--- config.mk ---
export PLATFORM = sky130hd
export DESIGN_NAME = scan_mux
export DESIGN_NICKNAME = d
export VERILOG_FILES = /design/src/rtl/scan_mux.sv
export SDC_FILE = /design/constraint.sdc
export NUM_CORES = 1
export LEC_CHECK = 0
export CELL_PAD_IN_SITES_DETAIL_PLACEMENT = 0
export CELL_PAD_IN_SITES_GLOBAL_PLACEMENT = 1
export CORE_UTILIZATION = 31
export DETAILED_ROUTE_END_ITERATION = 16
export PLACE_DENSITY = 0.81
export SYNTH_ARGS = -nofsm -noshare
export SYNTH_HDL_FRONTEND = slang
export SYNTH_SLANG_ARGS = --single-unit
--- constraint.sdc ---
create_clock -name clk -period 1.75 [get_ports clk]
set_input_delay 0.35 -clock clk [delete_from_list [all_inputs] [get_ports clk]]
set_output_delay 0.35 -clock clk [all_outputs]
set_load 0.05 [all_outputs]
--- src/rtl/scan_mux.sv ---
// N-channel registered mux with manual select or automatic scan at a programmable dwell.
// Latency 1 cycle from d/sel to y; no backpressure, en=0 freezes data outputs and drops y_valid.
module scan_mux #(
  parameter int N_CH  = 8,
  parameter int WIDTH = 1,
  parameter int SEL_W = 3,
  parameter int DWELL = 4
) (
  input  logic                  clk,
  input  logic                  rst,
  input  logic [N_CH*WIDTH-1:0] d,
  input  logic [SEL_W-1:0]      sel,
  input  logic                  mode,
  input  logic                  en,
  output logic [WIDTH-1:0]      y,
  output logic                  y_valid,
  output logic [SEL_W-1:0]      ch_out,
  output logic                  sel_err,
  output logic                  scan_wrap
);

  localparam int NSLOT = 1 << SEL_W;
  localparam int DW_W  = $clog2(DWELL) + 1;

  localparam logic [SEL_W-1:0] LAST_CH   = SEL_W'(N_CH - 1);
  localparam logic [DW_W-1:0]  LAST_DW   = DW_W'(DWELL - 1);
  localparam logic [SEL_W:0]   N_CH_EXT  = (SEL_W + 1)'(N_CH);

  typedef enum logic [1:0] {
    IDLE   = 2'd0,
    MANUAL = 2'd1,
    SCAN   = 2'd2
  } state_t;

  state_t           state;
  logic [SEL_W-1:0] scan_ch;
  logic [DW_W-1:0]  dwell_cnt;

  // Every select code maps to a slot; codes past N_CH read as zero.
  logic [WIDTH-1:0] chan [NSLOT];

  for (genvar k = 0; k < NSLOT; k++) begin : g_chan
    if (k < N_CH) begin : g_real
      assign chan[k] = d[k*WIDTH +: WIDTH];
    end else begin : g_pad
      assign chan[k] = '0;
    end
  end

  logic             sel_bad;
  logic             scan_entry;
  logic [SEL_W-1:0] cur_ch;
  logic [DW_W-1:0]  cur_dw;
  logic [SEL_W-1:0] nxt_ch;

  assign sel_bad = ({1'b0, sel} >= N_CH_EXT);

  // Entering SCAN uses channel 0 on the same edge, so no stale channel is emitted.
  always_comb begin
    scan_entry = (state != SCAN);
    cur_ch     = scan_entry ? '0 : scan_ch;
    cur_dw     = scan_entry ? '0 : dwell_cnt;
    nxt_ch     = (cur_ch == LAST_CH) ? '0 : cur_ch + SEL_W'(1);
  end

  always_ff @(posedge clk) begin
    if (rst) begin
      state     <= IDLE;
      scan_ch   <= '0;
      dwell_cnt <= '0;
      y         <= '0;
      y_valid   <= 1'b0;
      ch_out    <= '0;
      sel_err   <= 1'b0;
      scan_wrap <= 1'b0;
    end else if (!en) begin
      state     <= IDLE;
      y_valid   <= 1'b0;
      scan_wrap <= 1'b0;
    end else if (!mode) begin
      state     <= MANUAL;
      ch_out    <= sel;
      scan_wrap <= 1'b0;
      if (sel_bad) begin
        y       <= '0;
        sel_err <= 1'b1;
        y_valid <= 1'b0;
      end else begin
        y       <= chan[sel];
        sel_err <= 1'b0;
        y_valid <= 1'b1;
      end
    end else begin
      state     <= SCAN;
      y         <= chan[cur_ch];
      ch_out    <= cur_ch;
      y_valid   <= 1'b1;
      sel_err   <= 1'b0;
      // Channel 0 at dwell 0 while already scanning can only follow a wrap.
      scan_wrap <= !scan_entry && (cur_ch == '0) && (cur_dw == '0);
      if (cur_dw == LAST_DW) begin
        dwell_cnt <= '0;
        scan_ch   <= nxt_ch;
      end else begin
        dwell_cnt <= cur_dw + DW_W'(1);
        scan_ch   <= cur_ch;
      end
    end
  end

endmodule

==> impl_metrics.json, run 1 <==
{
  "clockBufferDepth": 2,
  "route.detailed.drc": 0,
  "wl_per_cell_um": 12.5,
  "initial_core_util_pct": 32.9,
  "drt_first_iter_violations": 7,
  "run_status": "finished clean",
  "yosys.area.top_type": "dfxtp_1",
  "post_cts_resized": 0,
  "startpoint_type": "flop",
  "setup_tns_ps": 0,
  "gr-total-overflow": 0,
  "drtPass1Iterations": 4,
  "htreeDepth": 1,
  "fin_ws_ps": 136,
  "powerDensity_mw_per_mm2": 654,
  "synth_fp_nets": 112,
  "seq_area_frac_synth_pct": 34.1,
  "cts_tree": "yes",
  "path_clk_slew_ps": 80,
  "antenna_left": 0,
  "fin_nets": 140,
  "portBuffers": 20,
  "clk_latency_ps": 280,
  "die_w_um": 53.5,
  "drv_slew": 0,
  "fill_cells": 272,
  "grt_setup_unrepaired": "no",
  "crit_path_max_fanout": 4,
  "grt_usage_pct": 15.3,
  "synth.area.top_cells": "dfxtp_1 (34%), mux4_2 (5.5%), nand2_1 (5.0%)",
  "cts_made_buffers": 3,
  "die_y_um": 53.5,
  "n_antenna_cell": 0,
  "grt_pass1_vias": 725,
  "endpoint_kind": "flop",
  "antenna_found_initial": 0,
  "timing.final.crit_share_pct": 92.2,
  "arrival_ps": 1840,
  "required_ps": 1970,
  "post-route-util_pct": 44.4,
  "finalCriticalPeriod_ps": 1610,
  "clockRootBuffer": "clkbuf_4",
  "maxCapViolations": 0,
  "finalWirelength_mm": 1.88,
  "netlist_area_sq_um": 822,
  "pre_cts_slack_ps": -69.3,
  "p_leak_nw": 0.439,
  "vias": 766,
  "ys_ff_latch": 14,
  "syn_avg_cell_area_sq_um": 8.75,
  "yosysUniqueCellTypes": 39,
  "dp_hpwl_mm": 1.53,
  "max_freq_mhz": 620,
  "skew_ps": 1.14,
  "hold_path_class": "flop to flop",
  "peakVddDrop_v": 0.000403,
  "core_area_sq_mm": 0.00250,
  "syn2layout_area_growth_pct": 35.2,
  "grt_pass1_wl_mm": 3.02,
  "grt_max_degree": 10,
  "cts_hold_buf": 0,
  "place_congestion": 0.795,
  "num_rows": 18,
  "synth_warnings": 0,
  "yosysTopAreaCellShare_pct": 34.1,
  "crit_type": "flop to flop",
  "power_uw": 727,
  "post_cts_buffers": 0,
  "syn_inst": 94,
  "io_pins": 22,
  "finalSetupViolCount": 0,
  "clock_sinks": 14,
  "via_per_inst": 5.07,
  "dieArea_sq_mm": 0.00286,
  "final_layout_size_suffix_gt1_share_pct": 22.3,
  "hold_viol": 0
}
## layer usage
metal	part of all wire, %	global-route usage, %	vias up	wire [um]
li1	-	-	391	-
met1	47	16.6	356	891
met2	47	25.4	17	888
met3	4.7	6.90	2	88
met4	0.85	6.58	0	16
met5	0	0	-	0
## cell usage after synthesis, drive strengths merged
library cell  count
nand4b            1
nand4             1
inv               4
o31a              1
a21o              1
nand2            12
nor3b             3
dfxtp            14
a21bo             1
nand3             1
nand3b            1
conb              1
and2              1
ha                3
o2111ai           1
or4               1
nor2              7
mux2              2
buf               5
a31oi             4
nor2b             4
nor3              2
o221a             1
clkbuf            1
nand2b            2
mux2i             1
a211oi            2
a311oi            1
a21oi             6
mux4              2
o21ai             6
and2b             1
## final timing paths
path / start / endpoint / slack (ps) / cells after the start
worst max-delay path: state[0]$_SDFF_PP0_ / scan_ch[2]$_SDFFE_PP0N_ / 140 / 7
worst min-delay path: dwell_cnt[1]$_SDFFE_PP0N_ / dwell_cnt[1]$_SDFFE_PP0N_ / 470 / 2
worst max register to register: state[0]$_SDFF_PP0_ / scan_ch[2]$_SDFFE_PP0N_ / 140 / 7
worst min register to register: dwell_cnt[1]$_SDFFE_PP0N_ / dwell_cnt[1]$_SDFFE_PP0N_ / 470 / 2
## report_power, final
group,switching (mW),internal [mW]
Combinational,0.0826,0.0764
Sequential,0.00589,0.330
Clock,0.105,0.127
Total,0.194,0.533
## worst max-delay path, cell delays in order, from the launching register on
cell and delay [ps]:
dfxtp_1 330, and2b_2 240, nand2_1 80, inv_1 60, ha_1 170, nand4b_1 120, or4_1 430, a21oi_2 130
## cell type report
cell class	count	area (sq um)	area share (%)
inverters	4	15.0	1.35
repair buffers	29	253	22.7
multi-input cells	70	489	44.0
well taps	30	37.5	3.38
flip-flops and latches	14	280	25.2
clock buffers	4	36.3	3.27
## layout by cell type, fill, tap and decap left out, types with 2 or more instances in the layout
master           count
o21ai_1              4
nor3_1               2
mux4_2               2
o21ai_0              2
ha_1                 3
dfxtp_1             14
nand2_1             11
inv_1                4
a31oi_1              4
buf_4               15
a21oi_1              5
clkdlybuf4s50_1     14
nor2b_1              4
nor3b_1              2
nor2_1               7
a211oi_1             2
clkbuf_4             3
## cells by family (layout without fill, tap and decap cells)
group                      count (synthesis)  in the layout  share of synthesized area (%)
DFF                                       14             14                           34.1
other                                      1              1                          0.456
and+or+nand+nor                           37             37                           25.6
AOI/OAI and AO/OA                         24             24                           18.9
adders and majority gates                  3              3                           4.57
muxes                                      5              5                           9.44
buffers and inverters                     10             37                           7.00
## per-stage QoR
step | area, sq um | hold slack [ps] | std cells
finish | 1110 | 467 | 151
global route | 1110 | 495 | 151
CTS | 1110 | 466 | 151
detailed placement | 1070 | 454 | 147
global placement | 1070 | 446 | 147
floorplan | 822 | 427 | 94
## sequential cells by signal (all words and copies together) (netlist names)
signal	flops
ch_out	3
scan_wrap	1
y	1
scan_ch	3
dwell_cnt	3
state	2
y_valid	1
(Power assumes the default switching activity.)
==> inputs of run 2 (changes only) <==
--- a/config.mk
+++ b/config.mk
@@ -8,6 +8,7 @@
 export CELL_PAD_IN_SITES_DETAIL_PLACEMENT = 0
 export CELL_PAD_IN_SITES_GLOBAL_PLACEMENT = 1
 export CORE_UTILIZATION = 31
+export CTS_CLUSTER_DIAMETER = 30
 export DETAILED_ROUTE_END_ITERATION = 16
 export PLACE_DENSITY = 0.81
 export SYNTH_ARGS = -nofsm -noshare
==> results of run 2 <==
The final DEF is identical to that of run 1; final timing and power are the same.
==> inputs of run 3 (changes only) <==
==> constraint.sdc (replaced) <==
create_clock -name clk -period 1.75 [get_ports clk]
set_input_delay 0.525 -clock clk [delete_from_list [all_inputs] [get_ports clk]]
set_output_delay 0.525 -clock clk [all_outputs]
set_load 0.05 [all_outputs]
==> run 3 against run 2 <==
Setup slack got worse by 11 ps. First-iteration DRC count rose by 29%. Total power rose by 5.5%. Register-to-register slack barely moved. Sequential cell count did not move. Core utilization rose by 3.9 points. Global-route usage rose by 2.0 points. Critical path depth fell by 2. Via count rose by 2.5%. Critical path type is now input pin to flop. Die area did not move. Clock skew rose by 6.4 ps. Largest cell class unchanged.
==> impl_metrics.json, run 3 (same netlist as run 1, synthesis figures left out) <==
{
  "pwr-share-seq_pct": 44.1,
  "io_pins": 22,
  "timing.rr.start": "state[0]$_SDFF_PP0_",
  "drt_first_iter_violations": 9,
  "max_freq_mhz": 615,
  "drv_slew": 0,
  "die_y_um": 53.5,
  "arrival_ps": 1820,
  "setup_tns_ps": 0,
  "antenna_left": 0,
  "fin_ws_ps": 125,
  "final_layout_size_suffix_gt1_share_pct": 26.4,
  "cts_made_buffers": 3,
  "cts_tree": "yes",
  "dp_cells": 154,
  "required_ps": 1940,
  "mostFrequentLayoutCell": "buf_4",
  "internal-power_uw": 553,
  "route.detailed.drc": 0,
  "switching_share_pct": 27.9,
  "hold_path_class": "flop to flop",
  "crit_buf_inv": 1,
  "worstPathCellList": "clkdlybuf4s50_1 -> mux2_2 -> o31a_1 -> a31oi_1 -> o21ai_1",
  "crit_path_max_fanout": 2,
  "power_uw": 767,
  "maxCapViolations": 0,
  "crit_type": "input pin to flop",
  "htreeDepth": 1,
  "place_area_sq_mm": 0.00116,
  "vias": 785,
  "run_status": "finished clean",
  "wl_per_cell_um": 12.6,
  "clk_latency_ps": 300,
  "hold_viol": 0,
  "top_regs": "ch_out (3), dwell_cnt (3), scan_ch (3)",
  "fin_nets": 148,
  "wl_met3_um": 74,
  "die_w_um": 53.5,
  "instances_no_fill": 159,
  "post-route-util_pct": 48.3,
  "crit_family": "compound AO/OA/AOI/OAI gates",
  "clockBufferDepth": 2,
  "hold_ws_ps": 472,
  "gr-total-overflow": 0,
  "dp_hpwl_mm": 1.58,
  "clockRootBuffer": "clkbuf_4",
  "grt_max_degree": 10,
  "hp-start": "dwell_cnt[1]$_SDFFE_PP0N_",
  "syn2layout_area_growth_pct": 46.9,
  "path_clk_slew_ps": 100,
  "endpoint_kind": "flop",
  "pre_cts_slack_ps": -240,
  "via_per_inst": 4.94,
  "place_congestion": 0.852,
  "stdcell_area_sq_mm": 0.00121,
  "cp_slowest_cell": "clkdlybuf4s50_1",
  "grt_usage_pct": 17.3,
  "finalCriticalPeriod_ps": 1630,
  "final_cell_mix": "buf_4 (20), dfxtp_1 (14), clkdlybuf4s50_1 (13), nand2_1 (11), nor2_1 (7)",
  "combPwrFrac_pct": 23.5,
  "clock_sinks": 14,
  "wl_met1_um": 961,
  "portBuffers": 20,
  "dieArea_sq_mm": 0.00286,
  "core_area_sq_mm": 0.00250,
  "startpoint_type": "input pin",
  "multi_input_comb_area_sq_um": 485,
  "grt_pass1_vias": 777,
  "powerDensity_mw_per_mm2": 635,
  "regArea_sq_um": 280,
  "maxUsedRoutingLayer": "met4",
  "clkPwrFrac_pct": 32.3,
  "timing.critical_path.from": "sel[2]",
  "timing.final.crit_share_pct": 92.9,
  "switching_power_uw": 214,
  "finalSetupViolCount": 0,
  "cts_hold_buf": 0,
  "p_leak_nw": 0.498,
  "peakVddDrop_v": 0.000332,
  "finalWirelength_mm": 2.01,
  "initial_core_util_pct": 32.9,
  "route.met2.wl_um": 946,
  "antenna_found_initial": 0,
  "max_stage_delay_ps": 480,
  "skew_ps": 7.50,
  "n_antenna_cell": 0,
  "grt_pass1_wl_mm": 3.46,
  "fill_cells": 251,
  "drtPass1Iterations": 4,
  "num_rows": 18
}
-- run 3: cell types whose count changed in the layout (fill, tap and decap cells not counted), sizes merged --
cell	delta
buf	+8
dlymetal6s2s	+1
clkdlybuf4s50	-1
-- run 3: tightest hold or removal path, delay by kind of cell (launching register included) --
family / cells / cell delay, ps
simple gates: 1 / 50
flops: 1 / 320
compound gates: 1 / 60
-- run 3: final cells by class --
type                    instances  share of cell area (%)
multi-input cells              70                    40.2
repair buffers                 37                    29.2
well taps                      30                    3.11
clock buffers                   4                    3.01
inverters                       4                    1.24
flip-flops and latches         14                    23.2
-- run 3: worst paths after layout --
kind	end	slack, ps	cells after the start
max	y$_SDFFE_PP0P_	120	5
min	dwell_cnt[1]$_SDFFE_PP0N_	470	2
max reg2reg	scan_ch[2]$_SDFFE_PP0N_	140	7
min reg2reg	dwell_cnt[1]$_SDFFE_PP0N_	470	2
-- run 3: power by group through the flow --
stage | logic (mW) | registers (mW) | clock network, mW
CTS | 0.180 | 0.339 | 0.250
finish | 0.181 | 0.338 | 0.248
detailed placement | 0.180 | 0.346 | 0
global placement | 0.177 | 0.345 | 0
floorplan | 0.0638 | 0.370 | 0
global route | 0.195 | 0.340 | 0.266
-- run 3: per-layer routing --
layer  GRT usage, %  vias up
li1               -      407
met1           19.9      361
met2           29.6       13
met3           6.03        4
met4           5.26        0
met5              0        -
-- run 3: what timing repair did --
action                                  4_1_cts  5_1_grt
buffers inserted                              0        1
resized for setup                             0        2
endpoints found under the setup margin        0        2
